**src/rtl/tcb_lib_pkg.sv**
```systemverilog
// Shared types and helpers for the TCB library blocks.
//   tcb_req_t / tcb_rsp_t : request and response payloads at the library's
//                           default bus widths.
//   arb_state_t           : arbiter grant FSM states.
//   rr_pick()             : round-robin search over a request vector.
package tcb_lib_pkg;

  localparam int unsigned TCB_ABW = 32;
  localparam int unsigned TCB_DBW = 32;
  localparam int unsigned TCB_SLW = 8;
  localparam int unsigned TCB_BEW = TCB_DBW / TCB_SLW;

  // Widest request vector rr_pick() can search (manager count limit).
  localparam int unsigned RR_MAX  = 16;

  typedef struct packed {
    logic               wen;
    logic [TCB_ABW-1:0] adr;
    logic [TCB_BEW-1:0] ben;
    logic [TCB_DBW-1:0] wdt;
  } tcb_req_t;

  typedef struct packed {
    logic [TCB_DBW-1:0] rdt;
    logic               err;
  } tcb_rsp_t;

  typedef enum logic {
    ARB_IDLE = 1'b0,
    ARB_HOLD = 1'b1
  } arb_state_t;

  // First set bit of vld[n-1:0], searching upward from ptr and wrapping at n.
  // Returns 0 when nothing is set; callers qualify with their own "any".
  function automatic int unsigned rr_pick(input logic [RR_MAX-1:0] vld,
                                          input int unsigned        ptr,
                                          input int unsigned        n);
    int unsigned j;
    int unsigned idx;
    logic        found;
    idx   = 0;
    found = 1'b0;
    j     = ptr;
    for (int unsigned k = 0; k < RR_MAX; k++) begin
      if (k < n) begin
        if (!found && (((vld >> j) & RR_MAX'(1)) != '0)) begin
          idx   = j;
          found = 1'b1;
        end
        j = ((j + 1) == n) ? 0 : j + 1;
      end
    end
    return idx;
  endfunction

endpackage

```
**src/rtl/tcb_lib_arbiter_rr.sv**
```systemverilog
// Round-robin priority picker, purely combinational.
//   req : request vector, one bit per manager
//   ptr : index with highest priority this cycle
//   idx : winning index (0 when no request)
//   any : at least one request present
module tcb_lib_arbiter_rr
  import tcb_lib_pkg::*;
#(
  parameter int unsigned MPN = 2,
  parameter int unsigned IDW = $clog2(MPN)
) (
  input  logic [MPN-1:0] req,
  input  logic [IDW-1:0] ptr,
  output logic [IDW-1:0] idx,
  output logic           any
);

  assign idx = IDW'(rr_pick(RR_MAX'(req), 32'(ptr), MPN));
  assign any = |req;

endmodule

```
**src/rtl/tcb_lib_arbiter.sv**
```systemverilog
// Round-robin arbiter sharing one TCB subordinate among MPN managers.
//   clk, rst           : clock, asynchronous active-low reset
//   man_vld/wen/adr/ben/wdt : per-manager requests (packed by manager)
//   man_rdy/rdt/err    : per-manager handshake and routed response
//   sub_vld/wen/adr/ben/wdt : shared request toward the subordinate
//   sub_rdy/rdt/err    : subordinate handshake and response
// Requests pass through with zero latency. Once a grant meets back-pressure
// it is held until the handshake, so the subordinate sees a stable request.
// Responses arrive DLY cycles after the handshake and are steered by a
// {valid, index} shift register.
module tcb_lib_arbiter
  import tcb_lib_pkg::*;
#(
  parameter int unsigned MPN = 2,
  parameter int unsigned ABW = 32,
  parameter int unsigned DBW = 32,
  parameter int unsigned SLW = 8,
  parameter int unsigned BEW = DBW / SLW,
  parameter int unsigned DLY = 1,
  parameter int unsigned IDW = $clog2(MPN)
) (
  input  logic                     clk,
  input  logic                     rst,
  input  logic [MPN-1:0]           man_vld,
  input  logic [MPN-1:0]           man_wen,
  input  logic [MPN-1:0][ABW-1:0]  man_adr,
  input  logic [MPN-1:0][BEW-1:0]  man_ben,
  input  logic [MPN-1:0][DBW-1:0]  man_wdt,
  output logic [MPN-1:0]           man_rdy,
  output logic [MPN-1:0][DBW-1:0]  man_rdt,
  output logic [MPN-1:0]           man_err,
  output logic                     sub_vld,
  output logic                     sub_wen,
  output logic [ABW-1:0]           sub_adr,
  output logic [BEW-1:0]           sub_ben,
  output logic [DBW-1:0]           sub_wdt,
  input  logic                     sub_rdy,
  input  logic [DBW-1:0]           sub_rdt,
  input  logic                     sub_err
);

  arb_state_t     state, state_nxt;
  logic [IDW-1:0] ptr,   ptr_nxt;
  logic [IDW-1:0] held,  held_nxt;
  logic [IDW-1:0] rr_idx;
  logic           rr_any;
  logic [IDW-1:0] grant;
  logic           hs;

  function automatic logic [IDW-1:0] idx_inc(input logic [IDW-1:0] i);
    return (i == IDW'(MPN-1)) ? '0 : i + IDW'(1);
  endfunction

  tcb_lib_arbiter_rr #(.MPN(MPN), .IDW(IDW)) u_rr (
    .req (man_vld),
    .ptr (ptr),
    .idx (rr_idx),
    .any (rr_any)
  );

  assign grant = (state == ARB_HOLD) ? held : rr_idx;

  // Gated by rst so the shared port is quiet while reset is held.
  assign sub_vld = rst & ((state == ARB_HOLD) ? man_vld[held] : rr_any);
  assign hs      = sub_vld & sub_rdy;

  assign sub_wen = sub_vld & man_wen[grant];
  assign sub_adr = sub_vld ? man_adr[grant] : '0;
  assign sub_ben = sub_vld ? man_ben[grant] : '0;
  assign sub_wdt = sub_vld ? man_wdt[grant] : '0;

  // ---------------------------------------------------------------- FSM
  always_ff @(posedge clk or negedge rst) begin
    if (!rst) begin
      state <= ARB_IDLE;
      ptr   <= '0;
      held  <= '0;
    end else begin
      state <= state_nxt;
      ptr   <= ptr_nxt;
      held  <= held_nxt;
    end
  end

  always_comb begin
    state_nxt = state;
    ptr_nxt   = ptr;
    held_nxt  = held;
    case (state)
      ARB_IDLE: begin
        if (sub_vld && !sub_rdy) begin
          state_nxt = ARB_HOLD;
          held_nxt  = grant;
        end else if (hs) begin
          ptr_nxt = idx_inc(grant);
        end
      end
      ARB_HOLD: begin
        // A held manager withdrawing is a protocol violation; release the
        // grant without advancing the pointer.
        if (!man_vld[held]) begin
          state_nxt = ARB_IDLE;
        end else if (sub_rdy) begin
          state_nxt = ARB_IDLE;
          ptr_nxt   = idx_inc(held);
        end
      end
      default: state_nxt = ARB_IDLE;
    endcase
  end

  // ------------------------------------------------------ response routing
  logic           tail_vld;
  logic [IDW-1:0] tail_idx;

  generate
    if (DLY == 0) begin : g_dly0
      assign tail_vld = hs;
      assign tail_idx = grant;
    end else begin : g_dlyn
      logic [DLY:1]          vld_pipe;
      logic [DLY:1][IDW-1:0] idx_pipe;

      always_ff @(posedge clk or negedge rst) begin
        if (!rst) begin
          vld_pipe <= '0;
          idx_pipe <= '0;
        end else begin
          vld_pipe[1] <= hs;
          idx_pipe[1] <= grant;
          for (int s = 2; s <= int'(DLY); s++) begin
            vld_pipe[s] <= vld_pipe[s-1];
            idx_pipe[s] <= idx_pipe[s-1];
          end
        end
      end

      assign tail_vld = vld_pipe[DLY];
      assign tail_idx = idx_pipe[DLY];
    end
  endgenerate

  generate
    for (genvar i = 0; i < int'(MPN); i++) begin : g_man
      logic sel_rsp;
      assign sel_rsp    = tail_vld & (tail_idx == IDW'(i));
      assign man_rdy[i] = rst & sub_rdy & (grant == IDW'(i)) & man_vld[i];
      assign man_rdt[i] = sel_rsp ? sub_rdt : '0;
      assign man_err[i] = sel_rsp & sub_err;
    end
  endgenerate

  hold_keeps_vld_a: assert property (@(posedge clk) disable iff (!rst)
    (state == ARB_HOLD) |-> man_vld[held]);

endmodule
```
**config.mk**
```make
export PLATFORM = sky130hd
export DESIGN_NAME = tcb_lib_arbiter
export DESIGN_NICKNAME = d
export VERILOG_FILES = /design/src/rtl/tcb_lib_pkg.sv /design/src/rtl/tcb_lib_arbiter_rr.sv /design/src/rtl/tcb_lib_arbiter.sv
export SDC_FILE = /design/constraint.sdc
export NUM_CORES = 1
export LEC_CHECK = 0
export BUFFER_PORTS_ARGS = -buffer_cell sky130_fd_sc_hd__buf_4
export CORE_AREA = 10 10 115 117
export DETAILED_ROUTE_END_ITERATION = 12
export DIE_AREA = 0 0 125 127
export HOLD_SLACK_MARGIN = 0.1
export MAX_ROUTING_LAYER = met4
export PLACE_DENSITY = 0.6
export SLEW_MARGIN = 5
export SYNTH_ARGS = -nofsm -noshare
export SYNTH_HDL_FRONTEND = slang
export SYNTH_SLANG_ARGS = --single-unit
```
**constraint.sdc**
```tcl
create_clock -name clk -period 3.3 [get_ports clk]
set_input_delay 0.495 -clock clk [delete_from_list [all_inputs] [get_ports clk]]
set_output_delay 0.495 -clock clk [all_outputs]
set_load 0.005 [all_outputs]
```
==> results.toml <==
[finish]
seqCellArea_um2 = 125
multiInputGateArea_um2 = 1840
utilization_pct = 42.0
area_growth_syn_to_layout_pct = 108
antenna_cells = 0
final_cell_mix = "buf_4, nand2_1, nand2_2, a21oi_2, and3_1"
final_cell_area_um2 = 4670
final_nets = 804
nFillCells = 1144
layout_commonest_cell = "buf_4"
drive_above_1_share_pct = 74.3

[setup_path]
rrSetupSlack_ns = 1.80
crit_path_start_kind = "input pin"
r2r-start = "state"
critPathCaptureType = "primary output"
path_max_fanout = 21
cp-endpoint = "sub_adr[31]"
required_ns = 2.80
rr_worst_depth = 4
cp.arrival_ns = 2.33
timing.rr.end = "ptr"
critPathKind = "in -> out"
crit_path_start = "rst"

[sta]
tns_ns = 0
skew_ns = 0.00267
finalCriticalPeriod_ns = 2.83
tightest_slew_ns = 0.761
setup_viol = 0
hold_viol_final = 0
rsz0062_at_grt = "no"
period_share_pct = 85.7
timing.fmax_ghz = 0.354
relSlewSlack_pct = 49.2
drv_slew = 0

[global_routing]
grt_pass1_wl_um = 20900
antenna_found_initial = 0
first_global_vias = 3712
grt_max_degree = 72
grt_usage_pct = 16.6
overflow = 0

[cts]
cts_buffer_depth = 2
cts.clk_slew.worst_paths_ns = 0.04
cts_tree = "built"
numCtsBuffers = 3
clockRootBuffer = "clkbuf_16"
cts_num_sinks = 5
insertion_delay_ns = 0.23
htreeDepth = 1

[placed_design]
io_buffers = 313
place_hpwl_um = 12300
gp_congestion = 0.885
dpl_cell_area_um2 = 4580

[route]
wire_per_inst_um = 18.4
drtIter0Drc = 121
ant_nets = 0
via_per_inst = 4.42
drc = 0
drtPass1Iterations = 4
routed_wl_um = 14200
vias = 3401

[synthesis]
ys_warn_count = 0
synthXorXnorAreaFrac_pct = 0
synthMuxAreaShare_pct = 1.45
synth_top_area_share_pct = 26.5
synthArstFlopShare_pct = 100
yosysSeqAreaShare_pct = 5.58
ys.flop_type = "dfrtp_1"
synth_edf_count = 0
synth_nets = 510
yosysTopAreaCell = "a21oi_2"
synth-adder-area-share_pct = 0
synth_top_family_by_area = "simple AND/OR/NAND/NOR gates"
synthCells = 334
synth_cell_types = 25
syn_avg_cell_area_um2 = 6.72
synth_area_um2 = 2240
synth-compound-area-share_pct = 27.7
yosys-top-cells-area = "a21oi_2, nand2_2, nand2_1"
synthSimpleGateAreaFrac_pct = 52.5
synth_seq_cells = 5

[floorplan]
die_h_um = 127
initial_core_util_pct = 20.2
ios = 314
die_x_um = 125
die_area_um2 = 15900
core_area_um2 = 11100
num_rows = 39

[power]
leakage_nw = 2.52
power_density_nw_per_um2 = 232
irDropWorstVdd_uv = 177

[status]
status = "finished, final reports clean"

[worst_hold_path]
min_path_type = "reg -> reg"
hold_depth = 1

[run]
max-cap-violations = 0
==> layer usage <==
metal | share of wire, % | vias to the layer above | track usage, %
met2 | 53 | 196 | 30.9
met5 | 0 | - | -
met1 | 37 | 1525 | 16.7
li1 | - | 1668 | -
met3 | 8.6 | 12 | 5.21
met4 | 1.3 | 0 | 3.39
==> critical path: stages <==
cell	delay [ns]
dlygate4sd3_1	0.55
buf_4	0.18
o21ai_0	0.13
nand2b_4	0.43
buf_4	0.33
a21oi_1	0.07
buf_4	0.14
==> through the flow <==
| stage | setup slack, ns | hold slack, ns | std cells | power, mW |
|---|---|---|---|---|
| CTS | 0.445 | 0.535 | 770 | 1.10 |
| finish | 0.471 | 0.532 | 770 | 1.08 |
| floorplan | 1.44 | 0.199 | 334 | 0.555 |
| global placement | 0.950 | 0.313 | 765 | 0.885 |
| detailed placement | 0.922 | 0.313 | 765 | 0.896 |
| global route | 0.353 | 0.554 | 770 | 1.17 |
==> final cells by class <==
type	instances	share of cell area, %
repair buffers	321	51.9
multi-input cells	294	39.4
well taps	143	3.83
flip-flops and latches	5	2.68
clock buffers	3	1.61
inverters	3	0.509
clock inverters	1	0.107
==> repair_timing <==
action	4_1_cts	5_1_grt
endpoints found under the hold margin	5	0
gates resized for setup	0	0
buffers inserted	0	0
hold buffers	1	0
==> report_power, final <==
group / total, mW / internal [mW] / switching, mW
clock: 0.200 / 0.158 / 0.0415
combinational: 0.789 / 0.395 / 0.394
sequential: 0.0943 / 0.0724 / 0.0219
==> how the worst min path moves through the flow <==
| stage | start | endpoint | slack (ns) |
|---|---|---|---|
| after floorplan | rst | g_dlyn.idx_pipe | 0.20 |
| after global placement | rst | held | 0.31 |
| after detailed placement | rst | held | 0.31 |
| after CTS | ptr | ptr | 0.53 |
| after global routing | sub_rdy | g_dlyn.vld_pipe | 0.55 |
| final | ptr | ptr | 0.53 |
==> cell usage after synthesis, types with 2 or more instances <==
library cell  number
inv_1              2
dfrtp_1            5
and3_1            34
buf_2             14
nor2_1             4
buf_12             7
nand2b_1           2
nand3_1            3
and2_1            33
nand2_2           68
mux2_2             2
clkbuf_1           9
nand2_1           72
a21oi_2           68
==> state kept, by name (all words and copies together), names as in the netlist <==
signal           flops
state                1
held                 1
ptr                  1
g_dlyn.vld_pipe      1
g_dlyn.idx_pipe      1
==> cells by family after synthesis <==
family | Yosys count
DFF | 5
muxes | 3
and+or+nand+nor | 219
buffers and inverters | 35
AOI/OAI and AO/OA | 72
No activity file was read; power rests on OpenSTA's default activity.
